## config.mk

```make
export PLATFORM = sky130hd
export DESIGN_NAME = bits_handshake_tx
export DESIGN_NICKNAME = d
export VERILOG_FILES = /design/src/rtl/bits_handshake_tx.sv
export SDC_FILE = /design/constraint.sdc
export NUM_CORES = 1
export LEC_CHECK = 0
export BUFFER_PORTS_ARGS = -buffer_cell sky130_fd_sc_hd__buf_2
export CORE_AREA = 2 2 73 75
export CTS_BUF_LIST = sky130_fd_sc_hd__clkbuf_4
export CTS_CLUSTER_DIAMETER = 120
export DETAILED_ROUTE_END_ITERATION = 10
export DIE_AREA = 0 0 75 77
export PLACE_DENSITY = 0.68
export SYNTH_ARGS = -nofsm -noshare
export SYNTH_HDL_FRONTEND = slang
export SYNTH_SLANG_ARGS = --single-unit
```

## constraint.sdc

```tcl
create_clock -name i_clk_a -period 2.4 [get_ports i_clk_a]
set_clock_uncertainty 0.15 [all_clocks]
set_input_delay 0.12 -clock i_clk_a [delete_from_list [all_inputs] [get_ports i_clk_a]]
set_output_delay 0.12 -clock i_clk_a [all_outputs]
set_load 0.03 [all_outputs]
```

## src/rtl/bits_handshake_tx.sv

```systemverilog
// bits_handshake_tx: source side of a two-phase req/ack toggle handshake that holds a word stable for the destination
module bits_handshake_tx #(
  parameter int BUS_WIDTH      = 8,
  parameter int NUM_RETIME     = 2,
  parameter int TIMEOUT_CYCLES = 1024,
  parameter int CNT_WIDTH      = 16
) (
  input  logic                 i_clk_a,
  input  logic                 i_rst_n_a,
  input  logic                 i_valid_a,
  input  logic [BUS_WIDTH-1:0] i_data_a,
  output logic                 o_ready_a,
  output logic [BUS_WIDTH-1:0] o_data_a,
  output logic                 o_req_a,
  input  logic                 i_ack_b,
  output logic                 o_done_a,
  output logic                 o_timeout,
  output logic [CNT_WIDTH-1:0] o_xfer_cnt
);
  typedef enum logic {IDLE, WAIT_ACK} state_t;
  localparam logic [CNT_WIDTH-1:0] TO_LIM = CNT_WIDTH'(TIMEOUT_CYCLES);
  localparam bit TO_EN = TIMEOUT_CYCLES > 0;
  state_t                state_q, state_d;
  logic [NUM_RETIME-1:0] sync_q, sync_d;
  logic [BUS_WIDTH-1:0]  data_q, data_d;
  logic                  req_q, req_d;
  logic                  done_q, done_d;
  logic                  timeout_q, timeout_d;
  logic [CNT_WIDTH-1:0]  xfer_q, xfer_d;
  logic [CNT_WIDTH-1:0]  tcnt_q, tcnt_d, tcnt_inc;
  logic                  ack_s, match, accept, waiting;
  assign ack_s      = sync_q[NUM_RETIME-1];
  assign match      = ack_s == req_q;
  assign waiting    = state_q == WAIT_ACK;
  assign o_ready_a  = state_q == IDLE && match;
  assign accept     = i_valid_a && o_ready_a;
  assign tcnt_inc   = (tcnt_q == '1) ? tcnt_q : tcnt_q + CNT_WIDTH'(1);
  assign o_data_a   = data_q;
  assign o_req_a    = req_q;
  assign o_done_a   = done_q;
  assign o_timeout  = timeout_q;
  assign o_xfer_cnt = xfer_q;
  // next-state: capture on accept, complete when the synchronised ack matches the request level
  always_comb begin
    sync_d    = {sync_q[NUM_RETIME-2:0], i_ack_b};
    data_d    = accept ? i_data_a : data_q;
    req_d     = accept ? ~req_q : req_q;
    done_d    = waiting && match;
    xfer_d    = done_d ? xfer_q + CNT_WIDTH'(1) : xfer_q;
    state_d   = accept ? WAIT_ACK : (done_d ? IDLE : state_q);
    tcnt_d    = (accept || done_d) ? '0 : (waiting ? tcnt_inc : tcnt_q);
    timeout_d = TO_EN && waiting && !match && (timeout_q || tcnt_inc >= TO_LIM);
  end
  // all state in one register bank; outputs are driven straight from these flops
  always_ff @(posedge i_clk_a or negedge i_rst_n_a) begin
    if (!i_rst_n_a) begin
      state_q   <= IDLE;
      sync_q    <= '0;
      data_q    <= '0;
      req_q     <= 1'b0;
      done_q    <= 1'b0;
      timeout_q <= 1'b0;
      xfer_q    <= '0;
      tcnt_q    <= '0;
    end else begin
      state_q   <= state_d;
      sync_q    <= sync_d;
      data_q    <= data_d;
      req_q     <= req_d;
      done_q    <= done_d;
      timeout_q <= timeout_d;
      xfer_q    <= xfer_d;
      tcnt_q    <= tcnt_d;
    end
  end
endmodule

```

==> Yosys cells after proc, flatten, opt, wreduce, memory -nomap -nowiden <==
Index checks and enable logic that the tools add are counted.
{ "op_classes": {"addsub": 2, "magnitude_cmp": 1, "eq_ne": 2, "n_mux": 5, "bitwise": 2, "reduce_logical": 10} }
{ "ops": {"columns": ["operator", "n"], "rows": [
  ["16-bit two-way mux", 3],
  ["16-bit by 1-bit adder with 16-bit output (second input constant)", 2],
  ["16-bit == test (second input constant)", 1],
  ["16-bit by 11-bit greater-or-equal comparator with 1-bit output (second input constant)", 1],
  ["1-bit logical AND", 5],
  ["2-bit nonzero test", 2],
  ["1-bit logical OR", 2],
  ["1-bit two-way mux", 2],
  ["1-bit inverter", 2],
  ["1-bit == test", 1],
  ["1-bit logical NOT", 1]
]} }
{ "totals": {"ff_bits": 46, "input_bits": 12, "output_inout_bits": 28, "elab_cells": 30} }

==> Logic depth before layout (Yosys ltp) <==
{ "logic_depth": {"ltp_word": 5, "depth_mapped": 7, "mapped_depth_nobuf": 6} }

==> Worst setup path before layout <==
OpenSTA, ideal clock, no wires.
{ "synth_timing": {"path_kind": "register to register", "start": "register tcnt_q[0]", "end": "register tcnt_q[7]", "setup_ns": 0.135, "t_arrival_ns": 1.820, "required_time_ns": 2.115, "setup_slack_ns": 0.295, "path_stages_with_launch": 8, "n_path_buf": 1, "period_less_slack_ns": 2.105, "cell_sequence": "dfrtp_1 > ha_1 > nand4_1 > or4_1 > buf_2 > and2_4 > a41oi_1 > a21oi_1"} }
{ "synth_between": {"elab_chain_len": 4, "word_cells_on_any_way": 5, "classes_between": "add/sub (1); eq/ne (1); mux (3)"} }
{ "synth_lines": {"columns": ["element", "line_no", "rtl"], "rows": [
  ["start: declaration", "30", "logic [CNT_WIDTH-1:0] tcnt_q, tcnt_d, tcnt_inc;"],
  ["start signal: assignment", "73", "tcnt_q <= tcnt_d;"],
  ["16-bit by 1-bit adder with 16-bit output / 16-bit == test (equally long branches)", "37", "assign tcnt_inc = (tcnt_q == '1) ? tcnt_q : tcnt_q + CNT_WIDTH'(1);"],
  ["16-bit two-way mux *", "37", null],
  ["16-bit two-way mux * (2 in a row)", "51", "tcnt_d = (accept || done_d) ? '0 : (waiting ? tcnt_inc : tcnt_q);"]
]} }
Every way passes the cells marked *; elsewhere a longest branch is shown, timed or not. The select of a mux whose other input is x is not followed.
A chain may end at the register's enable or synchronous reset.

==> Worst setup path in the final report <==
{ "layout_timing": {"start": "register tcnt_q[1]", "end": "register timeout_q (netlist: o_timeout)"} }
{ "layout_between": {"elab_chain_len": 5, "word_cells_on_any_way": 6, "classes_between": "add/sub (1); order compare (1); eq/ne (1); mux (1); reduce/logical (2)"} }
{ "layout_lines": {"columns": ["element", "line_no", "rtl"], "rows": [
  ["16-bit by 1-bit adder with 16-bit output / 16-bit == test (equally long branches)", "37", null],
  ["16-bit two-way mux *", "37", null],
  ["16-bit by 11-bit greater-or-equal comparator with 1-bit output *", "52", "timeout_d = TO_EN && waiting && !match && (timeout_q || tcnt_inc >= TO_LIM);"],
  ["1-bit logical OR *", "52", null],
  ["1-bit logical AND *", "52", null],
  ["via timeout_d", "28", "logic timeout_q, timeout_d;"],
  ["end signal: assignment", "71", "timeout_q <= timeout_d;"],
  ["end: declaration", "28", null]
]} }
The timed path passes the listed nets; every way through them passes the cells marked *.

==> summary.txt <==
STA
  – Final TNS setup: 0 ps
  – Final hold violation count: 0
  – Tmin final: approximately 2200 ps
  – Tightest Pin Transition: 553 ps
  – FMAX: roughly 0.45 GHz
  – Final Setup Violations: 0
  – PnR worst setup slack: 190 ps
  – Pins Over Slew Limit: 0
  – Period utilization: approximately 92%
  – RSZ-0062 raised after global routing: false
  – Max-Slew Margin vs Limit: between 60 and 70%

Yosys
  – Top cells by count, synth: 46 x dfrtp_1, 19 x nand2_1, 15 x nor2_1
  – Top_reg_cell synth: dfrtp_1
  – Post-Synthesis Cells: around 210
  – Post-synth top area cell: dfrtp_1
  – Sequential area share after synthesis: ~52%
  – Share of the synthesized area in the top cell type: a little over half
  – Most numerous cell in the Yosys netlist: dfrtp_1
  – Post-synthesis cell area: around 0.0022 sq mm
  – Syn_nets: around 230
  – Yosys warning total: 0
  – Area contributors post-synth: dfrtp_1 52%, mux2_2 5.6%, xnor2_1 5.6%
  – Synth cell types: 39
  – FFs w/ async S/R, synth: 100%
  – Post-synth EDFFs: 0
  – Yosys reg bits: 46
  – Mean Syn Cell Area: around 10 sq um

Setup path
  – Crit-path max cell delay: a little over 400 ps
  – Crit path required time: between 2000 and 2500 ps
  – Worst EP arrival: approximately 2300 ps
  – Crit Path Class: flip-flop to flip-flop
  – Reg2Reg Depth: 7
  – Startpoint Class: flip-flop
  – Crit path from: tcnt_q[1]
  – CP max FO: 5
  – Worst r2r dst: o_timeout
  – Reg2reg start: tcnt_q[1]
  – Critical-path top delay cell: dfrtp_1
  – Worst path cell trace: ha_1, nand4_1, buf_4, nor3_1, mux2_2, nor4_1, a41oi_1
  – FF-to-FF setup slack: about 190 ps
  – Crit path capture type: flip-flop
  – Crit path to: o_timeout

Floorplan
  – CORE AREA: roughly 0.0050 sq mm
  – DIE HEIGHT: around 77 microns
  – # IOs: 40
  – Initial core utilization: around 44%
  – Die Area: ~0.0058 sq mm
  – Row cnt: 26
  – Die Span X: around 75 microns

Finish
  – Fraction of layout cells with a size suffix above 1: a little over a quarter
  – Fin nets: 279
  – P&R area growth vs syn: 20.4%
  – Diode count: 0

CTS
  – Clk_lat worst skew: 350 ps
  – # H-tree levels: 2
  – Clock transition at path regs: approximately 130 ps
  – Maximum clock path buffer count: 2
  – Root Buffer: clkbuf_4
  – Setup bufs post-CTS: 0
  – CTS tree: done
  – Inserted Clock Buffers: 5
  – Clk sinks: between 40 and 50

Drt
  – Router iterations before antenna repair: 4
  – Post-route DRC: 0
  – Detailed-route wire length per cell: about 13 microns
  – Routed WL: between 4 and 5 mm
  – Via-per-instance ratio: ~5.3
  – Initial DRC Count: between 90 and 100
  – Via count: 1770
  – Antenna Violating Nets Remaining: 0

Pwr
  – Power Density: between 800 and 900 mW/mm^2
  – Leakage Power: between 1 and 1.5 nW
  – Pwr Total: approximately 2.3 mW
  – Max VDD drop: 0.000633 V

Placed design
  – Post-place setup slack: between 200 and 250 ps
  – Placer congestion estimate: between 0.8 and 0.9
  – Port-buffer cells: 39
  – DPL Wire Length: roughly 3.1 mm

Global route
  – Largest net degree at the start of global routing: 19
  – Number of global-route vias before repair: between 1.5k and 2k
  – First-pass GRT wire length: about 7.9 mm
  – Aggregate global routing overflow: 0
  – Initial antenna violation count: 0
  – Global router's overall resource usage: between 15 and 20%

Run
  – Maxcap violations: 0

Run status
  – Status: finished, final reports clean

Hold path
  – Hold WC Path Type: input pin to async pin
==> cell families after synthesis <==
logic type | after synthesis | synth area share, %
buf+inv | 13 | 2.27
xor+xnor | 21 | 8.34
compound gates | 39 | 11.0
simple gates | 79 | 19.4
flops | 46 | 52.2
mux | 11 | 5.62
fa+ha+maj | 2 | 1.13
==> layer usage <==
metal | vias to the layer above | track usage, % | routed length (microns)
li1 | 861 | - | -
met1 | 851 | 23.3 | 2080
met2 | 53 | 27.1 | 2130
met3 | 5 | 5.78 | 247
met4 | 0 | 5.18 | 48
met5 | - | 0 | 0
==> through the flow <==
step / util (%) / hold slack [ps] / instance area (sq um) / instances
floorplan: - / -326 / 2200 / 211
global placement: 50.2 / -75.5 / 2500 / 318
detailed placement: 50.2 / -74.9 / 2500 / 318
CTS: 53.2 / 67.6 / 2650 / 335
global route: 53.3 / 77.3 / 2650 / 335
finish: 53.3 / 60.7 / 2650 / 335
==> report_power, final <==
group,internal [mW],switching [mW]
registers,0.921,0.129
clock network,0.121,0.239
logic,0.340,0.599
==> layout make-up <==
class / instances / area [sq um]
Timing Repair Buffer: 54 / 333
Sequential cell: 46 / 1150
Fill cell: 454 / 2320
Multi-Input combinational cell: 152 / 1010
Clock inverter: 1 / 7.51
Clock buffer: 6 / 45.0
Inverter: 6 / 22.5
Tap cell: 70 / 87.6
==> critical path: cells and delay by family, from the launching register on <==
kind | cells | cell delay, ps
fa+ha+maj | 1 | 230
compound gates | 1 | 150
simple gates | 3 | 590
flops | 1 | 410
buf+inv | 1 | 200
mux | 1 | 350
==> sequential cells by signal, indices dropped and copies added (netlist names) <==
| register | cells |
|---|---|
| o_xfer_cnt | 16 |
| tcnt_q | 16 |
| o_data_a | 8 |
| sync_q | 2 |
| o_done_a | 1 |
| o_req_a | 1 |
| o_timeout | 1 |
| state_q | 1 |
==> cells in the final DEF (no fill, tap or decap), types with 5 or more instances in the layout <==
master	netlist	final
dfrtp_1	46	46
buf_2	1	39
nand2_1	19	19
nor2_1	15	15
xnor2_1	14	14
o21ai_0	13	13
mux2_2	11	11
nand4_1	10	10
a21oi_1	10	10
dlygate4sd3_1	0	10
nand3_1	8	8
xor2_1	7	7
inv_1	6	6
clkbuf_4	0	6
nor3_1	5	5
buf_4	0	5
==> timing repair <==
item	CTS	global route
gates resized for setup	0	1
endpoints found under the hold margin	55	0
endpoints found under the setup margin	0	1
hold buffers	10	0
==> worst min path at each step <==
| stage | start | end | slack (ps) | cells past startpoint |
|---|---|---|---|---|
| after floorplan | i_rst_n_a | o_data_a[0] | -330 | 0 |
| after global placement | i_rst_n_a | tcnt_q[12] | -80 | 1 |
| after detailed placement | i_rst_n_a | tcnt_q[12] | -70 | 1 |
| after CTS | i_rst_n_a | tcnt_q[12] | 70 | 2 |
| after global routing | i_rst_n_a | tcnt_q[15] | 80 | 2 |
| final | i_rst_n_a | tcnt_q[12] | 60 | 2 |
(Power assumes the default switching activity.)
